==> src/rtl/data_cache_pkg.sv <==
// Shared types and defaults for the data cache and its neighbours.
package data_cache_pkg;

    localparam int unsigned LSQ_SIZE     = 8;
    localparam int unsigned DCACHE_LINES = 16;

    typedef logic [31:0] Address;
    typedef logic [31:0] MemoryWord;

    typedef enum logic [2:0] {
        IDLE      = 3'd0,
        FILL_REQ  = 3'd1,
        FILL_WAIT = 3'd2,
        WR_REQ    = 3'd3,
        WR_WAIT   = 3'd4
    } cache_state_t;

endpackage

==> src/rtl/data_cache_if.sv <==
// Load/store port, backing-memory port and counters of the data cache.
interface data_cache_if;
    import data_cache_pkg::*;

    logic        rd_valid;
    Address      rd_addr;
    logic        data_ready1;
    MemoryWord   data_response1;

    logic        wr_valid;
    Address      wr_addr;
    MemoryWord   wr_data;
    logic        wr_ready;

    logic        mem_req;
    logic        mem_we;
    Address      mem_addr;
    MemoryWord   mem_wdata;
    logic        mem_ack;
    MemoryWord   mem_rdata;

    logic [31:0] hit_count;
    logic [31:0] miss_count;

    // Cache side.
    modport slave (
        input  rd_valid, rd_addr, wr_valid, wr_addr, wr_data, mem_ack, mem_rdata,
        output data_ready1, data_response1, wr_ready, mem_req, mem_we, mem_addr, mem_wdata,
               hit_count, miss_count
    );

    // Pipeline/memory side.
    modport master (
        output rd_valid, rd_addr, wr_valid, wr_addr, wr_data, mem_ack, mem_rdata,
        input  data_ready1, data_response1, wr_ready, mem_req, mem_we, mem_addr, mem_wdata,
               hit_count, miss_count
    );

endinterface

==> src/rtl/dcache_array.sv <==
// Direct-mapped valid/tag/data storage: one combinational read port, one write port.
module dcache_array
    import data_cache_pkg::*;
#(
    parameter int unsigned LINES = 16,
    parameter int unsigned IDXW  = $clog2(LINES),
    parameter int unsigned TAGW  = 30 - IDXW
) (
    input  logic            clk,
    input  logic            reset,
    input  logic [IDXW-1:0] i_rd_idx,
    output logic            o_rd_valid,
    output logic [TAGW-1:0] o_rd_tag,
    output MemoryWord       o_rd_data,
    input  logic            i_wr_en,
    input  logic            i_wr_fill,   // 1: allocate line, 0: update data only on tag hit
    input  logic [IDXW-1:0] i_wr_idx,
    input  logic [TAGW-1:0] i_wr_tag,
    input  MemoryWord       i_wr_data
);

    logic [LINES-1:0] r_valid;
    logic [TAGW-1:0]  r_tag  [LINES];
    MemoryWord        r_data [LINES];
    logic             w_wr_data_en;

    // Read port and store-hit qualification.
    always_comb begin
        o_rd_valid   = r_valid[i_rd_idx];
        o_rd_tag     = r_tag[i_rd_idx];
        o_rd_data    = r_data[i_rd_idx];
        w_wr_data_en = i_wr_en &&
                       (i_wr_fill || (r_valid[i_wr_idx] && (r_tag[i_wr_idx] == i_wr_tag)));
    end

    // Valid bits are the only reset state; a fill marks its line valid.
    always_ff @(posedge clk or negedge reset) begin
        if (!reset) begin
            r_valid <= '0;
        end else if (i_wr_en && i_wr_fill) begin
            r_valid[i_wr_idx] <= 1'b1;
        end
    end

    // Tag and data storage; no reset because valid gates every use.
    always_ff @(posedge clk) begin
        if (i_wr_en && i_wr_fill) begin
            r_tag[i_wr_idx] <= i_wr_tag;
        end
        if (w_wr_data_en) begin
            r_data[i_wr_idx] <= i_wr_data;
        end
    end

endmodule

==> src/rtl/data_cache.sv <==
// Blocking direct-mapped write-through, no-write-allocate data cache.
module data_cache
    import data_cache_pkg::*;
#(
    parameter int unsigned LINES = DCACHE_LINES
) (
    input  logic         clk,
    input  logic         reset,
    data_cache_if.slave  bus
);

    localparam int unsigned IDXW = $clog2(LINES);
    localparam int unsigned TAGW = 30 - IDXW;
    localparam Address      WORD_MASK = 32'hFFFF_FFFC;

    cache_state_t    r_state, w_state_next;
    Address          r_addr;
    MemoryWord       r_data;
    logic [31:0]     r_hit_count, r_miss_count;

    logic            w_line_valid;
    logic [TAGW-1:0] w_line_tag;
    MemoryWord       w_line_data;
    logic            w_hit, w_miss, w_idle, w_start_fill, w_wr_ready, w_accept, w_fill_done;
    Address          w_rd_word, w_wr_word;
    logic            w_arr_en;
    logic [IDXW-1:0] w_arr_idx;
    logic [TAGW-1:0] w_arr_tag;
    MemoryWord       w_arr_data;

    dcache_array #(
        .LINES (LINES),
        .IDXW  (IDXW),
        .TAGW  (TAGW)
    ) u_array (
        .clk        (clk),
        .reset      (reset),
        .i_rd_idx   (bus.rd_addr[2 +: IDXW]),
        .o_rd_valid (w_line_valid),
        .o_rd_tag   (w_line_tag),
        .o_rd_data  (w_line_data),
        .i_wr_en    (w_arr_en),
        .i_wr_fill  (w_fill_done),
        .i_wr_idx   (w_arr_idx),
        .i_wr_tag   (w_arr_tag),
        .i_wr_data  (w_arr_data)
    );

    // Lookup, handshake decisions and array write selection.
    always_comb begin
        w_rd_word    = bus.rd_addr & WORD_MASK;
        w_wr_word    = bus.wr_addr & WORD_MASK;
        w_hit        = bus.rd_valid && w_line_valid && (w_line_tag == bus.rd_addr[31 -: TAGW]);
        w_miss       = bus.rd_valid && !w_hit;
        w_idle       = (r_state == IDLE);
        w_start_fill = w_idle && w_miss;
        // Reset gating keeps wr_ready low while reset is held.
        w_wr_ready   = reset && w_idle && !w_miss;
        w_accept     = w_wr_ready && bus.wr_valid;
        w_fill_done  = (r_state == FILL_WAIT) && bus.mem_ack;
        // Fill and store acceptance never coincide: one needs FILL_WAIT, the other IDLE.
        w_arr_en     = w_fill_done || w_accept;
        w_arr_idx    = w_fill_done ? r_addr[2 +: IDXW]   : w_wr_word[2 +: IDXW];
        w_arr_tag    = w_fill_done ? r_addr[31 -: TAGW]  : w_wr_word[31 -: TAGW];
        w_arr_data   = w_fill_done ? bus.mem_rdata       : bus.wr_data;
    end

    // Next-state logic: read miss wins over a pending store.
    always_comb begin
        w_state_next = r_state;
        unique case (r_state)
            IDLE: begin
                if (w_start_fill) begin
                    w_state_next = FILL_REQ;
                end else if (w_accept) begin
                    w_state_next = WR_REQ;
                end
            end
            FILL_REQ:  w_state_next = FILL_WAIT;
            FILL_WAIT: if (bus.mem_ack) w_state_next = IDLE;
            WR_REQ:    w_state_next = WR_WAIT;
            WR_WAIT:   if (bus.mem_ack) w_state_next = IDLE;
            default:   w_state_next = IDLE;
        endcase
    end

    // State and latched transaction registers.
    always_ff @(posedge clk or negedge reset) begin
        if (!reset) begin
            r_state <= IDLE;
            r_addr  <= '0;
            r_data  <= '0;
        end else begin
            r_state <= w_state_next;
            if (w_start_fill) begin
                r_addr <= w_rd_word;
            end else if (w_accept) begin
                r_addr <= w_wr_word;
                r_data <= bus.wr_data;
            end
        end
    end

    // Saturating performance counters.
    always_ff @(posedge clk or negedge reset) begin
        if (!reset) begin
            r_hit_count  <= '0;
            r_miss_count <= '0;
        end else begin
            if (w_hit && (r_hit_count != 32'hFFFF_FFFF)) begin
                r_hit_count <= r_hit_count + 32'd1;
            end
            if (w_start_fill && (r_miss_count != 32'hFFFF_FFFF)) begin
                r_miss_count <= r_miss_count + 32'd1;
            end
        end
    end

    // Output drive; memory fields read zero whenever no transaction is open.
    always_comb begin
        bus.data_ready1    = w_hit;
        bus.data_response1 = w_hit ? w_line_data : '0;
        bus.wr_ready       = w_wr_ready;
        bus.mem_req        = !w_idle;
        bus.mem_we         = (r_state == WR_REQ) || (r_state == WR_WAIT);
        bus.mem_addr       = w_idle ? '0 : r_addr;
        bus.mem_wdata      = bus.mem_we ? r_data : '0;
        bus.hit_count      = r_hit_count;
        bus.miss_count     = r_miss_count;
    end

endmodule

==> src/flat_wrapper.sv <==
// flat-port wrapper written by rule: the top's interface ports become plain ports
module data_cache_flat import data_cache_pkg::*;
#(
    parameter int unsigned LINES = DCACHE_LINES
)
  (clk, reset, bus_rd_valid, bus_rd_addr, bus_wr_valid, bus_wr_addr, bus_wr_data, bus_mem_ack, bus_mem_rdata, bus_data_ready1, bus_data_response1, bus_wr_ready, bus_mem_req, bus_mem_we, bus_mem_addr, bus_mem_wdata, bus_hit_count, bus_miss_count);
  data_cache_if bus_i ();
  input  logic clk;
  input  logic reset;
  input wire logic [$bits(bus_i.rd_valid)-1:0] bus_rd_valid;
  input wire logic [$bits(bus_i.rd_addr)-1:0] bus_rd_addr;
  input wire logic [$bits(bus_i.wr_valid)-1:0] bus_wr_valid;
  input wire logic [$bits(bus_i.wr_addr)-1:0] bus_wr_addr;
  input wire logic [$bits(bus_i.wr_data)-1:0] bus_wr_data;
  input wire logic [$bits(bus_i.mem_ack)-1:0] bus_mem_ack;
  input wire logic [$bits(bus_i.mem_rdata)-1:0] bus_mem_rdata;
  output wire logic [$bits(bus_i.data_ready1)-1:0] bus_data_ready1;
  output wire logic [$bits(bus_i.data_response1)-1:0] bus_data_response1;
  output wire logic [$bits(bus_i.wr_ready)-1:0] bus_wr_ready;
  output wire logic [$bits(bus_i.mem_req)-1:0] bus_mem_req;
  output wire logic [$bits(bus_i.mem_we)-1:0] bus_mem_we;
  output wire logic [$bits(bus_i.mem_addr)-1:0] bus_mem_addr;
  output wire logic [$bits(bus_i.mem_wdata)-1:0] bus_mem_wdata;
  output wire logic [$bits(bus_i.hit_count)-1:0] bus_hit_count;
  output wire logic [$bits(bus_i.miss_count)-1:0] bus_miss_count;
  assign bus_i.rd_valid = bus_rd_valid;
  assign bus_i.rd_addr = bus_rd_addr;
  assign bus_i.wr_valid = bus_wr_valid;
  assign bus_i.wr_addr = bus_wr_addr;
  assign bus_i.wr_data = bus_wr_data;
  assign bus_i.mem_ack = bus_mem_ack;
  assign bus_i.mem_rdata = bus_mem_rdata;
  assign bus_data_ready1 = bus_i.data_ready1;
  assign bus_data_response1 = bus_i.data_response1;
  assign bus_wr_ready = bus_i.wr_ready;
  assign bus_mem_req = bus_i.mem_req;
  assign bus_mem_we = bus_i.mem_we;
  assign bus_mem_addr = bus_i.mem_addr;
  assign bus_mem_wdata = bus_i.mem_wdata;
  assign bus_hit_count = bus_i.hit_count;
  assign bus_miss_count = bus_i.miss_count;
  data_cache #(.LINES(LINES)) u_core (.clk(clk), .reset(reset), .bus(bus_i));
endmodule
==> config.mk <==
export PLATFORM = sky130hd
export DESIGN_NAME = data_cache_flat
export DESIGN_NICKNAME = d
export VERILOG_FILES = /design/src/rtl/data_cache_pkg.sv /design/src/rtl/data_cache_if.sv /design/src/rtl/dcache_array.sv /design/src/rtl/data_cache.sv /design/src/flat_wrapper.sv
export SDC_FILE = /design/constraint.sdc
export NUM_CORES = 1
export LEC_CHECK = 0
export BUFFER_PORTS_ARGS = -buffer_cell sky130_fd_sc_hd__clkbuf_2
export CORE_MARGIN = 4
export CORE_UTILIZATION = 50
export CTS_CLUSTER_SIZE = 10
export DETAILED_ROUTE_END_ITERATION = 7
export HOLD_SLACK_MARGIN = 0.12
export PLACE_DENSITY = 0.68
export SETUP_SLACK_MARGIN = 0.02
export SYNTH_ARGS = -nofsm -noshare
export SYNTH_HDL_FRONTEND = slang
export SYNTH_HIERARCHICAL = 1
export SYNTH_SLANG_ARGS = --single-unit
==> constraint.sdc <==
create_clock -name clk -period 13.2 [get_ports clk]
set_input_delay 2.64 -clock clk [delete_from_list [all_inputs] [get_ports clk]]
set_output_delay 2.64 -clock clk [all_outputs]
set_load 0.1 [all_outputs]
==> reports/results.txt <==
CTS tree - done
DRC violations left - 0
routability cong. - 0.904
ANT nets after route - 0
Distinct cells, synth - 81
kind of critical path - in2out
Min Clock Period, post-route - 10.21 ns
combinational share of power - 0.236
Relative slew margins - 0.229
sequential area share after synthesis - 0.663
post-DP HPWL - 75100 um
internal power - 6.37 mW
critical path launch point - bus_rd_addr[3]
1st-iter DRT viols - 3612
Peak VDD IR - 0.000212 V
critical path, cell by cell - buf_8 > buf_4 > mux4_2 > mux4_2 > xnor2_1 > nand4_1 > nor3_1 > buf_4 > nor2b_4 > and2_1 > clkbuf_2
clk buf depth - 3
# setup viols final - 0
Worst Path Arrival - 7.57 ns
crit share post-route - 0.774
final hold violations - 0
antenna violations before repair - 1
RR Startpoint - u_core/r_state[1]
power share of the clock group - 0.331
Post-Syn Area per Cell - 18.9 um^2
Critical Path RT - 10.56 ns
Placed Cells - 3958
total track usage - 0.254
Final Non-Filler Cells - 4184
max frequency - 97.9 MHz
worst hold slack - 0.488 ns
clk sinks - 1073
run status - completed
Synth async-reset ratio - 0.135
worst min-delay path class - reg2reg
CORE AREA - 93900 um^2
clock-pin slew on the worst setup and hold paths - 0.06 ns
vias in the first global route - 27600
Seq cells post-synth - 1073
Chip Width - 316 um
total setup buffers inserted after CTS - 0
startpoint types - primary input
vias per cell - 6.44
final-report max-slew violation count - 0
total congestion overflow - 0
Vias - 26900
placed instance area - 50500 um^2
Max Cap Viol - 0
Initial Utilization - 0.506
row count - 112
number of buffers created by CTS - 120
clk_skew - 0.0508 ns
Crit path largest cell delay - 0.74 ns
leak pwr - 18.7 nW
final wirelength - 127000 um
hold_buf cts - 0
diode count - 0
CTS resizes - 0
H-tree lvl count - 3
hold_sp - u_core/u_array/r_valid[2]
worst-skew pair later-pin latency - 0.72 ns
slowest cell on the critical path - nor2b_4
largest net degree at the start of global routing - 106
Psw - 2.99 mW
IO buf count - 290
share of cells above drive strength 1 - 0.360
nets - 2961
average wire per standard cell - 30.4 um
crit-path max FO - 105
Fin Setup TNS - 0 ns
PD cells - 173 nW/um^2
Worst Max-Slew Pin Slew - 1.16 ns
Post-Route Utilization - 0.577
synthesis-to-layout area growth - 14.0%
Yosys Warn Count - 6
CP endpoint kind - primary output
EDFF count, synth - 928
final instance area - 54200 um^2
post-synthesis cell count - 2514
Net Sw Frac - 0.319
DRT Pass-1 Iters - 6
IO Pins - 297
Die Y - 316 um
Synth Cell Area - 47500 um^2
full die area - 100000 um^2
root buf cell - clkbuf_16
register share of total power - 0.433
RSZ-0062 raised after global routing - no
wire length of the first global-routing pass - 186000 um
Synth Flop Type - edfxtp_1
-- cell families (layout without fill, tap and decap cells) --
family	count (synthesis)	after routing	synth area share
compound gates	127	127	0.0221
xor+xnor	114	114	0.0212
fa+ha+maj	2	2	0.000526
buf+inv	175	590	0.0180
flops	1073	1073	0.663
mux	554	554	0.219
other cells	1	2	0.0000789
simple gates	468	468	0.0563
-- cell type report --
cell class	instances	area, um^2
inverters	16	60.1
clock inverters	6	155
multi-input cells	1267	15500
fillers	7015	39700
repair buffers	348	1930
well taps	1254	1570
clock buffers	220	3510
flip-flops and latches	1073	31500
-- power by group through the flow --
stage | Combinational, mW | Sequential [mW] | Clock, mW
6_report | 2.21 | 4.05 | 3.10
5_1_grt | 2.32 | 4.06 | 3.31
4_1_cts | 2.21 | 4.05 | 3.15
3_5_place_dp | 2.20 | 4.12 | 0
3_3_place_gp | 2.16 | 4.10 | 0
2_1_floorplan | 1.61 | 4.14 | 0
-- flip-flops by register name (all words and copies together), names as in the netlist --
register and flops:
u_core/bus.hit_count 32, u_core/bus.miss_count 32, u_core/r_addr 30, u_core/r_data 32
u_core/r_state 3, u_core/u_array/r_data 512, u_core/u_array/r_tag 416, u_core/u_array/r_valid 16
-- through the flow --
step	power (mW)	worst slack [ns]
2_1_floorplan	5.75	2.58
3_3_place_gp	6.26	2.78
3_5_place_dp	6.32	2.73
4_1_cts	9.41	2.99
5_1_grt	9.70	2.80
6_report	9.36	2.99
-- critical path, delay by kind of cell --
family | cells | cell delay, ns
buf+inv | 4 | 1.86
mux | 2 | 0.91
xor+xnor | 1 | 0.21
simple gates | 4 | 1.70
-- final timing paths --
path / end / slack (ns) / depth (start not counted)
hold reg to reg: u_core/u_array/r_valid[2] / 0.49 / 1
setup / recovery: bus_data_response1[27] / 2.99 / 11
hold / removal: u_core/u_array/r_valid[2] / 0.49 / 1
max in group asynchronous: u_core/u_array/r_valid[5] / 9.88 / 3
min in group asynchronous: u_core/bus.miss_count[11] / 1.78 / 1
setup reg to reg: u_core/u_array/r_data[6][8] / 5.82 / 13
-- Yosys cell counts, types with 4 or more instances --
cell,number,share of area
mux2_2,116,0.027
mux2_1,4,0.00095
and2_1,74,0.0097
o31ai_1,4,0.00063
buf_1,22,0.0017
xnor2_1,71,0.013
nor2_1,83,0.0066
mux2i_1,57,0.012
a221oi_1,9,0.0017
o21ai_0,9,0.00095
a211oi_1,4,0.00063
nand3_1,25,0.0026
a221o_1,33,0.0069
nand2_1,71,0.0056
o22ai_1,16,0.0021
dfrtp_1,145,0.076
xor2_1,42,0.0077
clkbuf_1,79,0.0062
buf_4,9,0.0014
nor4_1,21,0.0028
nand4_1,38,0.0050
a22oi_1,5,0.00079
inv_1,16,0.0013
nor3_2,10,0.0021
a21oi_1,7,0.00074
nor3_1,17,0.0018
mux4_2,374,0.18
nor2b_1,43,0.0057
buf_2,36,0.0038
nand3_2,10,0.0021
or2_2,18,0.0024
edfxtp_1,928,0.59
buf_6,9,0.0021
and3_1,17,0.0022
nand2b_1,7,0.00092
a2bb2oi_1,5,0.00092
and4_1,8,0.0015
-- cells in the final DEF (no fill, tap or decap), drive strengths merged, types with 18 or more instances in the layout --
cell type and count:
and2 75, nor2b 43, nand2 73, buf 63, nor3 28, a221o 33
mux4 377, nor2 83, mux2 120, nor4 21, dfrtp 145, clkbuf 505
or2 18, nand3 35, nand4 39, xor2 42, and3 19, mux2i 57
xnor2 72, edfxtp 928
-- routing by layer --
| metal | vias up | part of all wire | wire length [um] | global-route usage |
|---|---|---|---|---|
| li1 | 11000 | - | - | - |
| met1 | 14300 | 0.39 | 50100 | 0.360 |
| met2 | 1419 | 0.49 | 61800 | 0.410 |
| met3 | 243 | 0.092 | 11700 | 0.0479 |
| met4 | 2 | 0.027 | 3490 | 0.0750 |
| met5 | - | 0.00016 | 20 | 0 |
(Power assumes the default switching activity.)
